**config.mk**
```make
export PLATFORM = sky130hd
export DESIGN_NAME = operand_stream_receiver
export DESIGN_NICKNAME = d
export VERILOG_FILES = /design/src/rtl/operand_stream_receiver.sv
export SDC_FILE = /design/constraint.sdc
export NUM_CORES = 1
export LEC_CHECK = 0
export CORE_MARGIN = 1
export CORE_UTILIZATION = 51
export CTS_CLUSTER_SIZE = 14
export DETAILED_ROUTE_END_ITERATION = 7
export GPL_ROUTABILITY_DRIVEN = 0
export HOLD_SLACK_MARGIN = 0.1
export PLACE_DENSITY = 0.8
export SYNTH_ARGS = -nofsm -noshare
export SYNTH_HDL_FRONTEND = slang
export SYNTH_SLANG_ARGS = --single-unit
export TNS_END_PERCENT = 100
```
**constraint.sdc**
```tcl
create_clock -name clk_i -period 2.8 [get_ports clk_i]
set_clock_uncertainty 0.05 [all_clocks]
set_input_delay 0.84 -clock clk_i [delete_from_list [all_inputs] [get_ports clk_i]]
set_output_delay 0.84 -clock clk_i [all_outputs]
set_load 0.02 [all_outputs]
```
**src/rtl/operand_stream_receiver.sv**
```systemverilog
// rtl/operand_stream_receiver.sv - loads a MAX_DIM x MAX_DIM operand matrix row by row and feeds it out skewed per lane
module operand_stream_receiver #(
   parameter int DATA_WIDTH = 32,
   parameter int BUS_WIDTH  = 64
) (
   input  logic                            clk_i,
   input  logic                            rst_ni,
   input  logic                            start_i,
   input  logic                            clear_i,
   input  logic [BUS_WIDTH-1:0]            row_i,
   output logic                            start_send_o,
   output logic [BUS_WIDTH-1:0]            lane_data_o,
   output logic [BUS_WIDTH/DATA_WIDTH-1:0] lane_valid_o,
   output logic                            busy_o,
   output logic                            done_o
);

   localparam int MAX_DIM = BUS_WIDTH / DATA_WIDTH;
   // Wide enough to hold 2*MAX_DIM-1, the largest feed step, without wrapping.
   localparam int CNT_W   = $clog2(2 * MAX_DIM);

   localparam logic [CNT_W-1:0] LAST_ROW = CNT_W'(MAX_DIM - 1);
   localparam logic [CNT_W-1:0] LAST_T   = CNT_W'(2 * MAX_DIM - 2);

   localparam logic [1:0] IDLE = 2'd0;
   localparam logic [1:0] LOAD = 2'd1;
   localparam logic [1:0] FEED = 2'd2;
   localparam logic [1:0] DONE = 2'd3;

   logic [1:0]           state;
   logic [CNT_W-1:0]     row_cnt;
   logic [CNT_W-1:0]     feed_cnt;
   logic [BUS_WIDTH-1:0] row_buf [MAX_DIM];
   int                   feed_t;

   assign feed_t       = int'(feed_cnt);
   assign start_send_o = (state == LOAD);
   assign busy_o       = (state != IDLE);
   assign done_o       = (state == DONE);

   // Sequencing: IDLE -> LOAD (capture rows) -> FEED (skewed output) -> DONE, with clear as a synchronous abort.
   always_ff @(posedge clk_i or negedge rst_ni) begin
      if (!rst_ni) begin
         state    <= IDLE;
         row_cnt  <= '0;
         feed_cnt <= '0;
         for (int r = 0; r < MAX_DIM; r++) begin
            row_buf[r] <= '0;
         end
      end else if (clear_i) begin
         // Buffer is deliberately kept; only control state is dropped.
         state    <= IDLE;
         row_cnt  <= '0;
         feed_cnt <= '0;
      end else begin
         case (state)
            IDLE: begin
               if (start_i) begin
                  state   <= LOAD;
                  row_cnt <= '0;
               end
            end
            LOAD: begin
               for (int r = 0; r < MAX_DIM; r++) begin
                  if (row_cnt == CNT_W'(r)) begin
                     row_buf[r] <= row_i;
                  end
               end
               if (row_cnt == LAST_ROW) begin
                  // Dropping start_send_o next cycle rewinds the store's send counter.
                  state    <= FEED;
                  row_cnt  <= '0;
                  feed_cnt <= '0;
               end else begin
                  row_cnt <= row_cnt + 1'b1;
               end
            end
            FEED: begin
               if (feed_cnt == LAST_T) begin
                  state    <= DONE;
                  feed_cnt <= '0;
               end else begin
                  feed_cnt <= feed_cnt + 1'b1;
               end
            end
            DONE: begin
               // A held start chains straight into the next load so matrices stream back to back.
               if (start_i) begin
                  state   <= LOAD;
                  row_cnt <= '0;
               end else begin
                  state <= IDLE;
               end
            end
            default: state <= IDLE;
         endcase
      end
   end

   // Skewed feed: lane i carries element t-i of row i; matching t == i+j over constant j avoids any negative index.
   always_comb begin
      lane_data_o  = '0;
      lane_valid_o = '0;
      if (state == FEED) begin
         for (int i = 0; i < MAX_DIM; i++) begin
            for (int j = 0; j < MAX_DIM; j++) begin
               if (feed_t == i + j) begin
                  lane_valid_o[i]                         = 1'b1;
                  lane_data_o[i*DATA_WIDTH +: DATA_WIDTH] = row_buf[i][j*DATA_WIDTH +: DATA_WIDTH];
               end
            end
         end
      end
   end

endmodule

```
==> run_results.csv, run 1 <==
group,metric,value,unit
placement,pre_cts_slack,-0.1340,ns
synth,netlist-cell-type-count,27,
cells_and_area,ff_latch_area,0.003354,mm²
route,top_layer,"met4",
floorplan,die_w,113.6,µm
floorplan,dieArea,0.01290,mm²
synth,synth-xor-area-share,0.001380,
timing,final-max-slew-violation-count,0,
route,dr_wl_met2,7.695,mm
cells_and_area,fillCellCount,860,
floorplan,die_h,113.6,µm
timing,slew_headroom,0.5046,
cells_and_area,antenna_cells,0,
job,maxCapViolCount,0,
global_routing,grt_pass1_vias,4788,
cells_and_area,final_nets,742,
critical_path,critPathMaxFanout,7,
clocking,cts_buffers,17,
timing,worst_pin_slew,0.7431,ns
synth,synth_cells,512,
route,vias,4554,
global_routing,grt_util_all_layers,0.2510,
pwr,ir_drop,0.5413,mV
critical_path,required,1.91,ns
clocking,clk_latency,0.41,ns
timing,timing.fmax,355.7,MHz
timing,fin_crit_sh,1.004,
timing,whs,0.4344,ns
clocking,cts_root_buffer,"clkbuf_16",
timing,setup_viol,1,
clocking,cts_htree_levels,4,
synth,yosys.area_share.simple,0.1003,
floorplan,core.rowCount,40,
global_routing,overflow,0,
route,drt-initial-drc-count,224,
synth,synth_mux_area_frac,0.2270,
pwr,finalPower,0.008550,W
critical_path,critPathKind,"reg2out",
placement,port_buffers,136,
clocking,cts_buffer_depth,2,
synth,syn_avg_cell_area,12.40,µm²
route,drt-met1-wl,6.469,mm
global_routing,grt_max_degree,135,
timing,hold_viol,0,
critical_path,worstSetupStartpointType,"flop",
pwr,leakage,3.796,nW
synth,synth_nets,591,
route,wirelength,15.28,mm
timing,min_period,2.811,ns
route,drc,0,
synth,netlist_area,0.006349,mm²
synth,synth_warnings,0,
cells_and_area,drive_above_1_share,0.3994,
floorplan,core_area,0.01206,mm²
route,wire_per_inst,18.10,µm
global_routing,grt_antenna_before_repair,0,
route,met3_length,799,µm
critical_path,cp-end-kind,"primary output",
synth,ys_seq_area_frac,0.5282,
route,via_per_inst,5.396,
run_status,run_status,"finished with violations",
run_status,violations,"setup timing",
cells_and_area,final_core_util,0.7137,
synth,yosys.area_share.adder,0.02168,
timing,rsz0062_at_grt,"true",
clocking,clkTransAtPathRegs,0.05,ns
pwr,powerDensity,993.2,mW/mm²
critical_path,crit_arrival,1.92,ns
route,antenna_left,0,
cells_and_area,multi_input_area,0.002813,mm²
floorplan,initial_core_util,0.5263,
cells_and_area,syn_to_final_growth,35.59,%
placement,hpwlAfterDp,10.16,mm
floorplan,ioPinCount,137,
global_routing,grt_pass1_wl,24.47,mm
route,firstDrtPassIters,4,
synth,yosys_register_bits,134,
clocking,cts_tree,"built",
hold_path,worst_hold_path_type,"reg2reg",
synth,synth_top_family_by_area,"multiplexers",
timing,setup_ws,-0.01113,ns
synth,synth_compound_area_frac,0.08140,
clocking,numClockSinks,134,
## cells in the final DEF (no fill, tap or decap), types with 4 or more instances in the layout
master	instances
ha_1	7
o21ai_1	4
buf_4	60
nand2_1	37
clkbuf_16	17
dfrtp_1	133
buf_12	11
inv_1	5
clkdlybuf4s50_1	69
o21ai_0	14
clkbuf_8	7
nor2b_1	46
buf_2	18
a21oi_1	5
mux2_2	123
mux2_1	5
buf_6	9
and2_1	18
a22oi_1	45
## area by class of cell
cell class / count / area share
Sequential cell: 134 / 0.3897
Multi-Input combinational cell: 334 / 0.3267
Timing Repair Buffer: 169 / 0.1815
Clock buffer: 25 / 0.06105
Tap cell: 168 / 0.02442
Clock inverter: 7 / 0.01323
Inverter: 7 / 0.003343
## cell families after synthesis
| logic type | after synthesis |
|---|---|
| xor+xnor | 1 |
| flops | 134 |
| compound gates | 77 |
| fa+ha+maj | 11 |
| simple gates | 117 |
| mux | 128 |
| buf+inv | 44 |
## path summary, 6_finish.rpt
path | startpoint | to | slack (ns) | cells after the start
max in group asynchronous | rst_ni | feed_cnt[0]$_DFFE_PN0P_ | 1.63 | 2
min in group asynchronous | rst_ni | row_buf[66]$_DFFE_PN0P_ | 0.44 | 2
setup / recovery | feed_cnt[1]$_DFFE_PN0P_ | lane_data_o[10] | -0.01 | 9
hold / removal | row_buf[40]$_DFFE_PN0P_ | row_buf[40]$_DFFE_PN0P_ | 0.43 | 1
setup reg to reg | state[1]$_DFFE_PN0P_ | row_buf[91]$_DFFE_PN0P_ | 0.68 | 5
hold reg to reg | row_buf[40]$_DFFE_PN0P_ | row_buf[40]$_DFFE_PN0P_ | 0.43 | 1
## power by group
group          internal [W]  switching, W
combinational       0.00159       0.00125
sequential          0.00285      0.000515
clock               0.00156      0.000779
## cell usage after synthesis
cell type,instances,area share
ha_1,11,0.022
nand2b_1,2,0.0020
and2_1,18,0.018
mux2_2,123,0.22
xor2_1,1,0.0014
mux2_1,5,0.0089
nor2b_1,49,0.048
dfrtp_1,134,0.53
o21ai_0,20,0.016
a31oi_1,1,0.00099
clkbuf_1,21,0.012
buf_1,1,0.00059
o21a_1,1,0.0012
inv_1,7,0.0041
nand3_1,3,0.0024
a21oi_1,5,0.0039
a21boi_0,1,0.0012
nand2_1,37,0.022
buf_6,10,0.018
a22oi_1,47,0.056
nor4b_1,1,0.0014
nor3_4,1,0.0026
a22o_1,2,0.0028
buf_4,3,0.0035
buf_2,2,0.0016
nor2_1,3,0.0018
nor3_1,3,0.0024
## timing repair
action,CTS,global route
hold buffers,0,0
pin swaps,0,2
endpoints found under the setup margin,66,65
endpoints found under the hold margin,0,0
setup buffers,4,1
resized for setup,275,68
## stage by stage
| step | std cells | TNS, ns | instance area [µm²] |
|---|---|---|---|
| global placement | 807 | -0.5742 | 8038 |
| global route | 844 | -1.531 | 8608 |
| detailed placement | 807 | -3.168 | 8038 |
| finish | 844 | -0.01113 | 8608 |
| CTS | 843 | -0.4008 | 8503 |
| floorplan | 512 | 0 | 6349 |
## flip-flops by register name (all words and copies together), names as in the netlist
| register | flops |
|---|---|
| state | 2 |
| row_buf | 128 |
| feed_cnt | 2 |
| row_cnt | 2 |
## metal layers
| metal | vias to the layer above | track usage |
|---|---|---|
| met1 | 2296 | 0.3044 |
| met3 | 29 | 0.05845 |
| met4 | 0 | 0.1070 |
| met5 | - | 0 |
| li1 | 2094 | - |
| met2 | 135 | 0.4301 |
## worst max-delay path: stages, from the launching register on
cell     delay, ns
dfrtp_1       0.38
inv_2         0.08
ha_4          0.18
buf_12        0.13
nor2b_4       0.17
buf_6         0.16
buf_6         0.10
a22oi_2       0.04
nor2b_2       0.15
buf_6         0.13
Note: power is estimated with default switching activity, not from simulation.
==> inputs of run 2 (changes only) <==
==> constraint.sdc (replaced) <==
create_clock -name clk_i -period 2.9 [get_ports clk_i]
set_clock_uncertainty 0.05 [all_clocks]
set_input_delay 0.87 -clock clk_i [delete_from_list [all_inputs] [get_ports clk_i]]
set_output_delay 0.87 -clock clk_i [all_outputs]
set_load 0.02 [all_outputs]
==> run 2 against run 1 <==
  * The run still ends with setup timing left
  * Largest power group unchanged
  * Clock power shrank 6%
  * Non-clock buffer count grew 1
  * Sequential cell count is the same
  * Power shrank 4.5%
  * First-iteration DRC count grew 25%
==> run_results.csv, run 2 (same netlist as run 1, synthesis figures left out) <==
group,metric,value,unit
run_status,run_status,"finished with violations",
run_status,violations,"setup timing",
job,maxCapViolCount,0,
route,drc,0,
route,wirelength,15.71,mm
critical_path,worstSetupStartpointType,"flop",
critical_path,critPathMaxFanout,8,
clocking,numClockSinks,134,
critical_path,crit_arrival,1.98,ns
pwr,p_comb_frac,0.334,
critical_path,critical_path.top_delay_family,"buffers and inverters",
route,firstDrtPassIters,4,
critical_path,critPathKind,"reg2out",
floorplan,core_area,0.01206,mm²
route,wire_per_inst,18.59,µm
pwr,intPower,0.005621,W
critical_path,max_stage_delay,0.46,ns
pwr,switching_share,0.3118,
placement,dp_cells,806,
pwr,finalPower,0.008168,W
cells_and_area,finalNonFillerCells,845,
timing,rsz0062_at_grt,"true",
pwr,leakage,3.742,nW
cells_and_area,layout_commonest_cell,"dfrtp_1",
floorplan,die_w,113.6,µm
cells_and_area,final_nets,743,
route,antenna_left,0,
global_routing,overflow,0,
critical_path,cpMaxStageDelayCell,"dfrtp_2",
placement,pre_cts_slack,-0.07901,ns
critical_path,r2r_slack,0.73,ns
floorplan,core.rowCount,40,
global_routing,grt_pass1_vias,4859,
floorplan,initial_core_util,0.5263,
timing,slew_headroom,0.6723,
pwr,pwr-share-clk,0.268,
timing,fin_crit_sh,1.001,
cells_and_area,largest_register_ffs,128,
critical_path,required,1.98,ns
floorplan,dieArea,0.01290,mm²
global_routing,grt_max_degree,53,
timing,final-max-slew-violation-count,0,
clocking,clkTransAtPathRegs,0.06,ns
clocking,cts_buffers,17,
timing,min_period,2.902,ns
route,vias,4598,
placement,hpwlAfterDp,10.22,mm
floorplan,ioPinCount,137,
critical_path,cp_cell_sequence,"inv_4 > ha_2 > nor2b_4 > buf_6 > clkbuf_16 > a22oi_1 > nor2b_1 > buf_4",
clocking,cts_htree_levels,4,
timing,worst_pin_slew,0.4863,ns
critical_path,cp.buffers_inverters,4,
pwr,pwr-share-seq,0.398,
timing,setup_viol,2,
cells_and_area,fillCellCount,854,
hold_path,worst_hold_path_type,"in2async",
timing,setup_ws,-0.002312,ns
global_routing,grt_antenna_before_repair,0,
floorplan,die_h,113.6,µm
timing,timing.fmax,344.6,MHz
clocking,clk_latency,0.41,ns
cells_and_area,multi_input_area,0.002798,mm²
clocking,postCtsHoldBufs,0,
cells_and_area,ff_latch_area,0.003354,mm²
route,drt-initial-drc-count,281,
clocking,cts_buffer_depth,2,
cells_and_area,final_cell_mix,"dfrtp_1, mux2_2, clkdlybuf4s50_1, a22oi_1, nor2b_1",
clocking,cts_root_buffer,"clkbuf_16",
global_routing,grt_util_all_layers,0.2497,
clocking,cts_tree,"built",
route,via_per_inst,5.441,
pwr,powerDensity,962.0,mW/mm²
cells_and_area,antenna_cells,0,
timing,whs,0.3261,ns
cells_and_area,drive_above_1_share,0.3914,
pwr,ir_drop,0.4837,mV
cells_and_area,syn_to_final_growth,33.74,%
global_routing,grt_pass1_wl,24.72,mm
timing,hold_viol,0,
critical_path,cp-end-kind,"primary output",
pwr,switchingPower,0.002547,W
placement,port_buffers,136,
cells_and_area,top_register,"row_buf",
==> run 2: cell count changes in the layout (fill, tap and decap cells not counted), moves of 4 or more <==
cell      change
clkbuf_8      -7
inv_6         +4
buf_4        -21
clkbuf_2     +18
buf_12        -6
==> run 2: power groups by stage <==
stage	Combinational, W	Clock [W]	Sequential [W]
final	0.00273	0.00219	0.00325
after global routing	0.00297	0.00230	0.00334
after CTS	0.00263	0.00221	0.00323
after detailed placement	0.00261	0	0.00325
after global placement	0.00251	0	0.00318
after floorplan	0.00181	0	0.00310
==> run 2: cell type report <==
cell class,count,area share
Timing Repair Buffer,170,0.1761
Clock inverter,14,0.02063
Multi-Input combinational cell,334,0.3295
Sequential cell,134,0.3951
Inverter,7,0.003389
Clock buffer,18,0.05055
Tap cell,168,0.02476
==> run 2: worst paths after layout <==
check | start | endpoint | depth (start not counted)
worst max-delay path | feed_cnt[0]$_DFFE_PN0P_ | lane_data_o[19] | 8
worst min-delay path | rst_ni | row_buf[96]$_DFFE_PN0P_ | 1
worst max register to register | state[1]$_DFFE_PN0P_ | row_buf[119]$_DFFE_PN0P_ | 5
worst min register to register | row_buf[12]$_DFFE_PN0P_ | row_buf[12]$_DFFE_PN0P_ | 1
max in group asynchronous | rst_ni | feed_cnt[0]$_DFFE_PN0P_ | 2
min in group clk_i | row_buf[12]$_DFFE_PN0P_ | row_buf[12]$_DFFE_PN0P_ | 1
==> run 2: timing repair <==
| action | CTS | global route |
|---|---|---|
| resized for setup | 216 | 71 |
| setup buffers | 4 | 1 |
| endpoints found under the setup margin | 66 | 62 |
| pin swaps | 0 | 1 |
| gates cloned | 0 | 2 |
==> run 2: metal layers <==
layer  wire [µm]  global-route usage  share of wire  vias up
met1        6628              0.3087           0.42     2362
met4         159             0.07018          0.010        0
met2        8006              0.4272           0.51      127
li1            -                   -              -     2097
met3         910             0.07226          0.058       12
met5           0                   0              0        -
==> run 2: per-stage QoR <==
| stage | setup TNS (ns) | instance area (µm²) | util |
|---|---|---|---|
| after detailed placement | -1.180 | 7968 | 0.6606 |
| after CTS | -0.03364 | 8552 | 0.7090 |
| after global placement | -0.002382 | 7968 | 0.6606 |
| final | -0.002431 | 8491 | 0.7039 |
| after floorplan | 0 | 6349 | - |
| after global routing | -1.022 | 8491 | 0.7039 |
==> run 2: worst register-to-register path, stage by stage, from the launching register on <==
cell	delay [ns]
dfrtp_1	0.45
inv_1	0.15
ha_1	0.27
nor4b_2	0.39
buf_4	0.35
mux2_2	0.39
==> inputs of run 3 (changes only) <==
--- a/config.mk
+++ b/config.mk
@@ -6,12 +6,13 @@
 export NUM_CORES = 1
 export LEC_CHECK = 0
 export CORE_MARGIN = 1
-export CORE_UTILIZATION = 51
+export CORE_UTILIZATION = 53
+export CTS_BUF_LIST = sky130_fd_sc_hd__clkbuf_2 sky130_fd_sc_hd__clkbuf_4 sky130_fd_sc_hd__clkbuf_8
 export CTS_CLUSTER_SIZE = 14
 export DETAILED_ROUTE_END_ITERATION = 7
 export GPL_ROUTABILITY_DRIVEN = 0
 export HOLD_SLACK_MARGIN = 0.1
-export PLACE_DENSITY = 0.8
+export PLACE_DENSITY = 0.83
 export SYNTH_ARGS = -nofsm -noshare
 export SYNTH_HDL_FRONTEND = slang
 export SYNTH_SLANG_ARGS = --single-unit
==> run 3 against run 2 <==
  * The run ends with DRC, setup timing left
  * Hold slack improved by 0.072 ns
  * First-iteration DRC count increased by 20%
  * Clock-buffer cell count increased by 6
  * Sequential cell count unchanged
  * Fmax decreased by 2.7%
  * Combinational power increased by 17%
  * Wire length increased by 16%
  * Largest cell class unchanged
  * Cell count decreased by 1.9%
  * Critical path type unchanged
  * Clock power decreased by 22%
  * Global-route usage increased by 3.5 points
==> run_results.csv, run 3 (same netlist as run 1, synthesis figures left out) <==
group,metric,value,unit
route,via_per_inst,5.858,
timing,timing.fmax,335.2,MHz
timing,setup_viol,28,
pwr,leakage,3.854,nW
cells_and_area,largest_register_ffs,128,
cells_and_area,syn_to_final_growth,39.91,%
run_status,run_status,"finished with violations",
placement,port_buffers,136,
global_routing,grt_max_degree,135,
timing,setup_ws,-0.08292,ns
route,firstDrtPassIters,8,
route,antenna_left,0,
timing,slew_headroom,0.4682,
clocking,clk_latency,0.45,ns
timing,min_period,2.983,ns
cells_and_area,fillCellCount,683,
timing,hold_viol,0,
route,drc,8,
clocking,clkTransAtPathRegs,0.07,ns
pwr,ir_drop,0.4603,mV
timing,worst_pin_slew,0.7977,ns
critical_path,crit_arrival,2.06,ns
critical_path,cp_cell_sequence,"inv_4 > ha_4 > nor2b_4 > buf_6 > buf_16 > a22oi_2 > nor2b_1 > buf_4",
floorplan,core_area,0.01156,mm²
critical_path,critical_path.top_delay_family,"buffers and inverters",
global_routing,grt_pass1_wl,26.83,mm
cells_and_area,final_nets,752,
pwr,powerDensity,929.0,mW/mm²
floorplan,die_w,111.4,µm
clocking,cts_buffers,17,
global_routing,grt_util_all_layers,0.2848,
job,maxCapViolCount,0,
clocking,cts_root_buffer,"clkbuf_8",
clocking,cts_buffer_depth,2,
cells_and_area,final_core_util,0.7680,
floorplan,initial_core_util,0.5490,
cells_and_area,finalNonFillerCells,829,
run_status,violations,"DRC, setup timing",
route,wirelength,18.14,mm
floorplan,core.rowCount,39,
route,wire_per_inst,21.88,µm
critical_path,critPathMaxFanout,5,
critical_path,critPathKind,"reg2out",
critical_path,cp-end-kind,"primary output",
clocking,cts_tree,"built",
hold_path,worst_hold_path_type,"in2async",
cells_and_area,top_register,"row_buf",
placement,dp_cells,776,
timing,rsz0062_at_grt,"true",
cells_and_area,drive_above_1_share,0.4621,
cells_and_area,layout_commonest_cell,"dfrtp_1",
critical_path,worstSetupStartpointType,"flop",
floorplan,die_h,111.4,µm
global_routing,grt_antenna_before_repair,0,
pwr,finalPower,0.008251,W
cells_and_area,antenna_cells,0,
route,vias,4856,
timing,fin_crit_sh,1.029,
cells_and_area,final_cell_mix,"dfrtp_1, mux2_2, clkdlybuf4s50_1, buf_4, nor2b_1",
global_routing,overflow,0,
critical_path,cp.buffers_inverters,4,
timing,final-max-slew-violation-count,0,
route,drt-initial-drc-count,336,
clocking,cts_htree_levels,4,
global_routing,grt_pass1_vias,4978,
placement,hpwlAfterDp,9.855,mm
clocking,numClockSinks,134,
critical_path,max_stage_delay,0.47,ns
critical_path,required,1.98,ns
floorplan,ioPinCount,137,
floorplan,dieArea,0.01242,mm²
critical_path,cpMaxStageDelayCell,"dfrtp_2",
run 3: power by group:
| group | leakage [nW] | internal, W | switching, W |
|---|---|---|---|
| Combinational | 1.97 | 0.00179 | 0.00140 |
| Sequential | 1.65 | 0.00275 | 0.000602 |
| Clock | 0.230 | 0.000980 | 0.000726 |
| Total | 3.85 | 0.00552 | 0.00273 |
run 3: metal layers:
metal  up-vias  global-route usage  share of wire
li1       2114                   -              -
met1      2497              0.3583           0.41
met2       188              0.4713           0.50
met3        57             0.06859          0.053
met4         0              0.1234          0.040
met5         -                   0              0
run 3: worst paths after layout:
| check | from | slack [ns] | endpoint | cells after the start |
|---|---|---|---|---|
| max reg2reg | state[1]$_DFFE_PN0P_ | 0.73 | row_buf[81]$_DFFE_PN0P_ | 5 |
| max | feed_cnt[0]$_DFFE_PN0P_ | -0.08 | lane_data_o[16] | 8 |
| max in group asynchronous | rst_ni | 1.70 | feed_cnt[0]$_DFFE_PN0P_ | 2 |
| min in group clk_i | row_buf[40]$_DFFE_PN0P_ | 0.44 | row_buf[40]$_DFFE_PN0P_ | 1 |
| min | rst_ni | 0.40 | state[1]$_DFFE_PN0P_ | 2 |
| min reg2reg | row_buf[40]$_DFFE_PN0P_ | 0.44 | row_buf[40]$_DFFE_PN0P_ | 1 |
run 3: final cells by class:
| cell class | count | area, µm² | share of cell area |
|---|---|---|---|
| clock inverter | 8 | 118.9 | 0.01338 |
| clock buffer | 24 | 317.8 | 0.03578 |
| timing repair buffer | 179 | 1907 | 0.2147 |
| inverter | 7 | 28.78 | 0.003240 |
| sequential | 134 | 3354 | 0.3777 |
| multi-input combinational | 334 | 2977 | 0.3351 |
| tap | 143 | 178.9 | 0.02014 |
run 3: timing repair:
action,4_1_cts,5_1_grt
resized for setup,301,120
pin swaps,2,5
buffers inserted,8,4
setup endpoints to repair,66,62
gates cloned,5,5
hold buffers,0,0
run 3: through the flow:
stage / setup TNS [ns] / setup slack, ns / area (µm²) / hold WS [ns]
final: -0.6188 / -0.08292 / 8882 / 0.3978
after CTS: -0.2631 / -0.08785 / 8508 / 0.4446
after global routing: -3.047 / -0.1233 / 8882 / 0.4743
after floorplan: 0 / 0.2201 / 6349 / 0.4080
after detailed placement: -0.5929 / -0.1033 / 7928 / 0.4288
after global placement: 0 / 0.01603 / 7928 / 0.4171
